`src/rtl/ntt_stage_sched.sv`:
```
// rtl/ntt_stage_sched.sv - in-place radix-2 NTT stage/butterfly address scheduler
// Optional NTT_STAGE_SCHED_PERF_EN adds a 32-bit busy-cycle counter output perf_cycles.
module ntt_stage_sched #(
    parameter int LOG_N    = 8,
    parameter int PIPE_LAT = 8
) (
    input  logic                      clk,
    input  logic                      reset,
    input  logic                      start,
    output logic                      busy,
    output logic                      done,
    output logic                      rd_en,
    output logic [LOG_N-1:0]          rd_addr_top,
    output logic [LOG_N-1:0]          rd_addr_bot,
    output logic [LOG_N-2:0]          tw_addr,
    output logic                      wr_en,
    output logic [LOG_N-1:0]          wr_addr_top,
    output logic [LOG_N-1:0]          wr_addr_bot,
`ifdef NTT_STAGE_SCHED_PERF_EN
    output logic [31:0]               perf_cycles,
`endif
    output logic [$clog2(LOG_N):0]    stage_o
);

    localparam int SW = $clog2(LOG_N) + 1;
    localparam int JW = LOG_N - 1;
    localparam int CW = (PIPE_LAT > 1) ? $clog2(PIPE_LAT) : 1;
    localparam logic [JW-1:0] J_LAST   = '1;
    localparam logic [SW-1:0] S_LAST   = SW'(LOG_N - 1);
    localparam logic [CW-1:0] CNT_LAST = CW'(PIPE_LAT - 1);

    typedef enum logic [2:0] {IDLE, RUN, GAP, DRAIN, FIN} state_t;

    state_t          state;
    logic [SW-1:0]   stage;
    logic [JW-1:0]   j;
    logic [CW-1:0]   cnt;
    logic [SW-1:0]   iss_s;
    logic [JW-1:0]   iss_j;

    logic [PIPE_LAT-1:0] en_dl;
    logic [LOG_N-1:0]    top_dl [PIPE_LAT];
    logic [LOG_N-1:0]    bot_dl [PIPE_LAT];

    function automatic logic [LOG_N-1:0] low_mask(input logic [SW-1:0] s);
        return (LOG_N'(1) << s) - LOG_N'(1);
    endfunction

    function automatic logic [LOG_N-1:0] top_of(input logic [JW-1:0] jj, input logic [SW-1:0] s);
        logic [LOG_N-1:0] jx;
        jx = {1'b0, jj};
        return ((jx >> s) << (s + SW'(1))) | (jx & low_mask(s));
    endfunction

    function automatic logic [JW-1:0] tw_of(input logic [JW-1:0] jj, input logic [SW-1:0] s);
        logic [LOG_N-1:0] t;
        t = ({1'b0, jj} & low_mask(s)) << (S_LAST - s);
        return t[JW-1:0];
    endfunction

    // Butterfly coordinates for the read issued on the coming edge.
    always_comb begin
        iss_s = stage;
        iss_j = j + JW'(1);
        if (state == IDLE) begin
            iss_s = '0;
            iss_j = '0;
        end else if (state == GAP) begin
            iss_s = stage + SW'(1);
            iss_j = '0;
        end
    end

    always_ff @(posedge clk) begin
        if (reset) begin
            state       <= IDLE;
            stage       <= '0;
            j           <= '0;
            cnt         <= '0;
            busy        <= 1'b0;
            done        <= 1'b0;
            rd_en       <= 1'b0;
            rd_addr_top <= '0;
            rd_addr_bot <= '0;
            tw_addr     <= '0;
            stage_o     <= '0;
        end else begin
            done  <= 1'b0;
            rd_en <= 1'b0;
            case (state)
                IDLE: begin
                    if (start) begin
                        state <= RUN;
                        busy  <= 1'b1;
                        stage <= '0;
                        j     <= '0;
                        rd_en <= 1'b1;
                    end
                end
                RUN: begin
                    if (j == J_LAST) begin
                        cnt   <= '0;
                        state <= (stage == S_LAST) ? DRAIN : GAP;
                    end else begin
                        j     <= j + JW'(1);
                        rd_en <= 1'b1;
                    end
                end
                GAP: begin
                    if (cnt == CNT_LAST) begin
                        state <= RUN;
                        stage <= stage + SW'(1);
                        j     <= '0;
                        rd_en <= 1'b1;
                    end else begin
                        cnt <= cnt + CW'(1);
                    end
                end
                DRAIN: begin
                    if (cnt == CNT_LAST) begin
                        state <= FIN;
                        done  <= 1'b1;
                    end else begin
                        cnt <= cnt + CW'(1);
                    end
                end
                FIN: begin
                    state <= IDLE;
                    busy  <= 1'b0;
                end
                default: state <= IDLE;
            endcase

            // Addresses only move when a read is issued; they hold through GAP/DRAIN/IDLE.
            if ((state == IDLE && start) || (state == RUN && j != J_LAST) ||
                (state == GAP && cnt == CNT_LAST)) begin
                rd_addr_top <= top_of(iss_j, iss_s);
                rd_addr_bot <= top_of(iss_j, iss_s) | (LOG_N'(1) << iss_s);
                tw_addr     <= tw_of(iss_j, iss_s);
                stage_o     <= iss_s;
            end
        end
    end

    // Write-back pipe mirrors the PE latency; cleared on reset so aborted reads never write.
    always_ff @(posedge clk) begin
        if (reset) begin
            en_dl <= '0;
            for (int k = 0; k < PIPE_LAT; k++) begin
                top_dl[k] <= '0;
                bot_dl[k] <= '0;
            end
        end else begin
            en_dl[0]  <= rd_en;
            top_dl[0] <= rd_addr_top;
            bot_dl[0] <= rd_addr_bot;
            for (int k = 1; k < PIPE_LAT; k++) begin
                en_dl[k]  <= en_dl[k-1];
                top_dl[k] <= top_dl[k-1];
                bot_dl[k] <= bot_dl[k-1];
            end
        end
    end

    assign wr_en       = en_dl[PIPE_LAT-1];
    assign wr_addr_top = top_dl[PIPE_LAT-1];
    assign wr_addr_bot = bot_dl[PIPE_LAT-1];

`ifdef NTT_STAGE_SCHED_PERF_EN
    always_ff @(posedge clk) begin
        if (reset) begin
            perf_cycles <= '0;
        end else if (state == IDLE && start) begin
            perf_cycles <= '0;
        end else if (busy) begin
            perf_cycles <= perf_cycles + 32'd1;
        end
    end
`endif

endmodule

```
`config.mk`:
```
export PLATFORM = sky130hd
export DESIGN_NAME = ntt_stage_sched
export DESIGN_NICKNAME = d
export VERILOG_FILES = /design/src/rtl/ntt_stage_sched.sv
export SDC_FILE = /design/constraint.sdc
export NUM_CORES = 1
export LEC_CHECK = 0
export CAP_MARGIN = 5
export CORE_UTILIZATION = 50
export DETAILED_ROUTE_END_ITERATION = 7
export PLACE_DENSITY = 0.72
export SYNTH_ARGS = -nofsm -noshare
export SYNTH_HDL_FRONTEND = slang
export SYNTH_SLANG_ARGS = --single-unit
export TNS_END_PERCENT = 100
```
`constraint.sdc`:
```
create_clock -name clk -period 3.3 [get_ports clk]
set_input_delay 0.99 -clock clk [delete_from_list [all_inputs] [get_ports clk]]
set_output_delay 0.99 -clock clk [all_outputs]
set_load 0.02 [all_outputs]
```
# --- Word-level counts from Yosys, hierarchy flattened ---
# Memory sizes are Yosys's and may differ from the RTL's.
# Cells that the tools add are included.
totals:
  ff_bits: 55
  mem_bits_rw: 128
  output_inout_bits: 47
  word_cells: 120
  memories: 2
memory_table:
  columns: ["memory", "words", "width", "rd", "rd_clocked_by_memory_dff", "write_ports", "line", "text"]
  rows:
  - ["bot_dl", 8, 8, 8, 0, 8, "43", "logic [LOG_N-1:0] bot_dl [PIPE_LAT];"]
  - ["top_dl", 8, 8, 8, 0, 8, "42", "logic [LOG_N-1:0] top_dl [PIPE_LAT];"]
classes:
  n_addsub: 6
  n_eq_ne: 14
  n_shift: 4
  n_mux: 45
  bitwise_logic: 20
  n_reduce_logical: 17
op_table:
  columns: ["cell", "n"]
  rows:
  - ["2-to-1 mux 8 bit", 16]
  - ["2-to-1 mux 7 bit", 5]
  - ["case mux 7 bit (3 select lines)", 1]
  - ["2-to-1 mux 3 bit", 6]
  - ["2-to-1 mux 4 bit", 4]
  - ["bitwise OR 1 bit", 16]
  - ["bitwise OR 8 bit", 2]
  - ["case mux 3 bit (4 select lines)", 1]
  - ["inequality test 2 bit, second input constant", 5]
  - ["adder 4 x 1 -> 4 bit, second input constant", 2]
  - ["AND 7 x 8 -> 8 bit", 1]
  - ["2-to-1 mux 1 bit", 8]
  - ["case mux 4 bit (2 select lines)", 1]
  - ["AND reduction 4 bit", 2]
  - ["<< shifter 1 x 4 -> 8 bit, first input constant", 1]
  - ["<< shifter 8 x 4 -> 7 bit", 1]
  - ["<< shifter 8 x 4 -> 8 bit", 1]
  - ["right shift 7 x 4 -> 8 bit", 1]
  - ["subtractor 8 x 2 -> 8 bit, second input constant", 1]
  - ["adder 7 x 1 -> 7 bit, second input constant", 1]
  - ["== test 7 bit, second input constant", 1]
  - ["inequality test 7 bit, second input constant", 1]
  - ["== test 3 x 2 -> 1 bit, second input constant", 2]
  - ["== test 3 bit, second input constant", 2]
  - ["17 further kinds", 24]

# --- Depth between registers and ports, before layout ---
depth:
  depth_word: 8
  ltp_mapped: 18

# --- Worst setup path after synthesis ---
# Ideal clock, no wire load.
synth_timing:
  path_kind: "reg-to-reg"
  startpoint: "register state[0]"
  endpoint: "register tw_addr[6]"
  setup_time_ns: 0.087
  arrival_time_ns: 3.364
  t_required_ns: 3.213
  setup_slack_ns: -0.151
  stages_incl_launch_ff: 18
  path_buffers: 3
  synth_period_minus_slack_ns: 3.451
  path_cell_list: "dfxtp_1 -> buf_2 -> nor3b_4 -> ha_1 -> clkinv_1 -> o21ai_2 -> inv_1 -> clkbuf_1 -> ha_1 -> ha_1 -> clkbuf_1 -> o2111ai_1 -> nand4_1 -> a31oi_1 -> nor3_2 -> nor4_1 -> a211o_1 -> o31ai_1"
synth_between:
  elab_chain_len: 7
  elab_cells_between_ends: 17
  classes_between: "2 x add/sub; 2 x eq/ne; 2 x shift; 4 x mux; 1 x bitwise; 6 x reduce/logical"
synth_lines:
  columns: ["element", "line", "text"]
  rows:
  - ["from (decl)", "34", "state_t state;"]
  - ["from (signal assigned)", "103", "state <= (stage == S_LAST) ? DRAIN : GAP;"]
  - ["== test 3 x 2 -> 1 bit", "68", "end else if (state == GAP) begin"]
  - ["2-to-1 mux 4 bit", "68", null]
  - ["2-to-1 mux 4 bit (*)", "65", "if (state == IDLE) begin"]
  - ["named net iss_s[0]", "38", "logic [SW-1:0] iss_s;"]
  - ["<< shifter 1 x 4 -> 8 bit", "46", "return (LOG_N'(1) << s) - LOG_N'(1);"]
  - ["subtractor 8 x 2 -> 8 bit", "46", null]
  - ["AND 7 x 8 -> 8 bit", "57", "t = ({1'b0, jj} & low_mask(s)) << (S_LAST - s);"]
  - ["<< shifter 8 x 4 -> 7 bit (*)", "57", null]
  - ["to (signal assigned)", "139", "tw_addr <= tw_of(iss_j, iss_s);"]
  - ["to (decl)", "15", "output logic [LOG_N-2:0] tw_addr,"]
# The timed path passes the listed nets; every way through them passes the cells marked *.
# A chain may end at the register's enable or synchronous reset.

# --- Worst setup path in the final report ---
layout_timing:
  startpoint: "register state[2]"
  endpoint: "register tw_addr[3]"
layout_between:
  elab_chain_len: 7
  elab_cells_between_ends: 17
  classes_between: "2 x add/sub; 2 x eq/ne; 2 x shift; 4 x mux; 1 x bitwise; 6 x reduce/logical"
layout_lines:
  columns: ["element", "line"]
  rows:
  - ["== test 3 x 2 -> 1 bit", "68, 136"]
  - ["2-to-1 mux 4 bit", "68"]
  - ["2-to-1 mux 4 bit", "65"]
  - ["<< shifter 1 x 4 -> 8 bit", "46"]
  - ["subtractor 8 x 2 -> 8 bit", "46"]
  - ["AND 7 x 8 -> 8 bit", "57"]
  - ["<< shifter 8 x 4 -> 7 bit", "57"]
# Several ways; a longest one is shown, not always the timed one.

==> summary.md <==
| Metric | Value |
|---|---|
| Outcome | finished, final reports clean |
| Post-layout util | 62.55% |
| Skew-Pair Late Insertion Delay | 0.43 ns |
| Setup CP Type | reg2reg |
| RD Place Congestion | 0.9389 |
| Asr flop ratio synth | 0% |
| Final Hold Vio Count | 0 |
| Nets | 804 |
| Initial antenna violation count | 0 |
| Max Buffers Root-to-Sink | 2 |
| Wire per inst | 17.33 um |
| Yosys Warn Count | 0 |
| Full die area | 14,380 sq um |
| Worst vdd ir | around 0.33 mV |
| MaxCap Viol Count | 0 |
| Syn Std Cell Area | 6950 sq um |
| CTS tree | yes |
| Fin. max-slew vios | 0 |
| Minimum clock period | 3.074 ns |
| Seq cells post-synth | 183 |
| Pwr/cell area | 545.2 nW/um^2 |
| Rows | 42 |
| Slew headroom | between 50% and 60% |
| Antenna Cells | 0 |
| F_max | 0.3253 GHz |
| Top post-synthesis cells by area | dfxtp_1 (53%), nor2b_1 (13%), nor2_1 (2.9%) |
| Port Buffers | 49 |
| Post-route DRC violation count | 0 |
| CTS clk-pin slew, worst paths | 0.07 ns |
| WP data required | 3.62 ns |
| Vias in the first global route | 5,170 |
| Via density | 5.464 |
| Layout cell share with drive strength beyond 1 | 12.95% |
| Num ports | 50 |
| Most frequent cell after synthesis | dfxtp_1 |
| Synth top cells by count | dfxtp_1 (183), nor2b_1 (140), nor2_1 (53) |
| Synth Area per Inst | 9.508 sq um |
| Die width | 119.9 um |
| CP Capture Type | flop |
| H-Tree Level Count | 4 |
| RSZ-0062 raised after global routing | false |
| Detail Placement HPWL | 11.96 mm |
| Number of flops mapped to enable cells by yosys | 0 |
| CTS root buf | clkbuf_16 |
| Core outline area | 13,400 sq um |
| Final Cycle Share | 93.16% |
| Worst Path Max Fanout | 4 |
| Min-delay worst type | reg2reg |
| Clock tree sinks | 183 |
| GR Util All Layers | 24.99% |
| Initial drt markers | 382 |
| Initial cell density of the core | just over 50% |
| CTS Hold Bufs | 0 |
| Fin cells | 979 |
| Pin count of the biggest net entering global routing | 103 |
| Area Overhead vs Synth | 20.59% |
| Unique cell type count in the Yosys netlist | 71 |
| Leading area contributor after synthesis | dfxtp_1 |
| Final WL | 16.96 mm |
| Measured slew at the worst slew-check pin | 0.6657 ns |
| Total gr overflow | 0 |
| DRT antenna net count | 0 |
| CTS buffer count | 17 |
| # setup viols final | 0 |
| Top-area cell type share of the netlist area | 52.71% |
| First-pass GRT wire length | 27.10 mm |
| Placed cell count | approximately 950 |
| Post-Syn Nets | 745 |
| Syn Inst Count | 731 |
| Resized Gates After CTS | 0 |
| DRT Pass-1 Iters | 5 |
| Sequential area share after synthesis | 52.71% |
| Via Count | 5,349 |
| Synth Flop Type | dfxtp_1 |
| Critical path data arrival time | 3.39 ns |
| Worst clock skew | 0.009445 ns |
| Die height | ~120 um |
| P_leak | 3.244 nW |
| Setup Fix Bufs, Post-CTS | 0 |
| Startpoint types | flop |
[per-stage QoR]
| stage | power (mW) | instance area (sq um) | worst slack (ns) | TNS [ns] | hold WS [ns] |
|---|---|---|---|---|---|
| after floorplan | 2.512 | 6960 | 0.03810 | 0 | 0.4138 |
| after global placement | 2.636 | 7779 | -0.08078 | -0.08078 | 0.4160 |
| after detailed placement | 2.637 | 7779 | -0.07618 | -0.08953 | 0.4227 |
| after CTS | 4.613 | 8367 | 0.1952 | 0 | 0.4394 |
| after global routing | 4.748 | 8382 | 0.03173 | 0 | 0.4495 |
| final | 4.570 | 8382 | 0.2258 | 0 | 0.4373 |
[sequential cells by signal (all words and copies together), names as in the netlist]
register and cells:
en_dl 8, bot_dl 64, rd_addr_top 8, stage 4, tw_addr 7, cnt 3, rd_addr_bot 8, j 7
stage_o 4, rd_en 1, state 3, busy 1, top_dl 64, done 1
[path summary, 6_finish.rpt]
path / end / cells after the start / slack, ns / from
max: tw_addr[3] / 14 / 0.23 / state[2]
min: top_dl[0][23] / 1 / 0.44 / top_dl[0][15]
max reg2reg: tw_addr[3] / 14 / 0.23 / state[2]
min reg2reg: top_dl[0][23] / 1 / 0.44 / top_dl[0][15]
[layout make-up]
| class | count | area [sq um] |
|---|---|---|
| clock buffers | 20 | 446.7 |
| inverters | 12 | 46.29 |
| repair buffers | 103 | 918.4 |
| fillers | 1147 | 5019 |
| well taps | 176 | 220.2 |
| flip-flops and latches | 183 | 3664 |
| clock inverters | 12 | 141.4 |
| multi-input cells | 473 | 2945 |
[kinds of logic (layout without fill, tap and decap cells)]
kind of cell             count (synthesis)  in the layout  synth area share (%)
multiplexers                             5              5                0.7920
buffers and inverters                   75            147                 5.238
XOR/XNOR                                 7              7                0.8821
AND/OR/NAND/NOR                        317            317                 24.77
flip-flops                             183            183                 52.71
adder cells (fa/ha/maj)                 11             11                 1.980
AO/OA/AOI/OAI                          133            133                 13.63
[critical path, cell delays in order (launching register included)]
cell       delay [ns]
dfxtp_1          0.36
nor3b_4          0.27
ha_1             0.30
clkinv_2         0.08
o21ai_4          0.06
ha_1             0.23
buf_4            0.16
or2_2            0.33
nor2_2           0.15
o31a_1           0.13
o21ai_1          0.08
and3_1           0.23
o2bb2ai_1        0.14
mux2_2           0.26
a22o_1           0.18
[layout by cell type, fill, tap and decap left out, types with 3 or more instances in the layout]
cell / instances
a311oi_1: 5
a21o_1: 4
dfxtp_1: 183
nand3_1: 22
ha_1: 10
a21oi_1: 22
nor2b_1: 140
mux2_2: 4
buf_4: 53
o21ba_2: 3
o31ai_1: 6
o21ai_0: 17
a32oi_1: 3
o21a_1: 4
nor3b_1: 3
or3_1: 3
nand2_1: 49
a31oi_1: 7
inv_1: 10
clkinvlp_4: 4
a22oi_1: 3
o21ai_1: 3
xor2_1: 3
clkdlybuf4s50_1: 48
nor3_1: 12
a2bb2oi_1: 5
nor4_1: 5
nand4_1: 4
nor2_1: 52
clkbuf_16: 17
and3_1: 7
xnor2_1: 4
a211oi_1: 18
and2_1: 5
[where the power goes]
part	total, mW	leakage (nW)	switching [mW]	internal, mW
registers	2.29	1.48	0.0272	2.26
logic	0.303	1.49	0.184	0.119
clock network	1.98	0.273	0.892	1.09
total	4.57	3.24	1.10	3.47
[layer usage]
metal,global-route usage (%),wire length [um]
met4,10.16,346
met3,5.846,932
met2,40.30,8017
met1,32.06,7666
met5,0,0
Power figures use the tool's default switching activity.
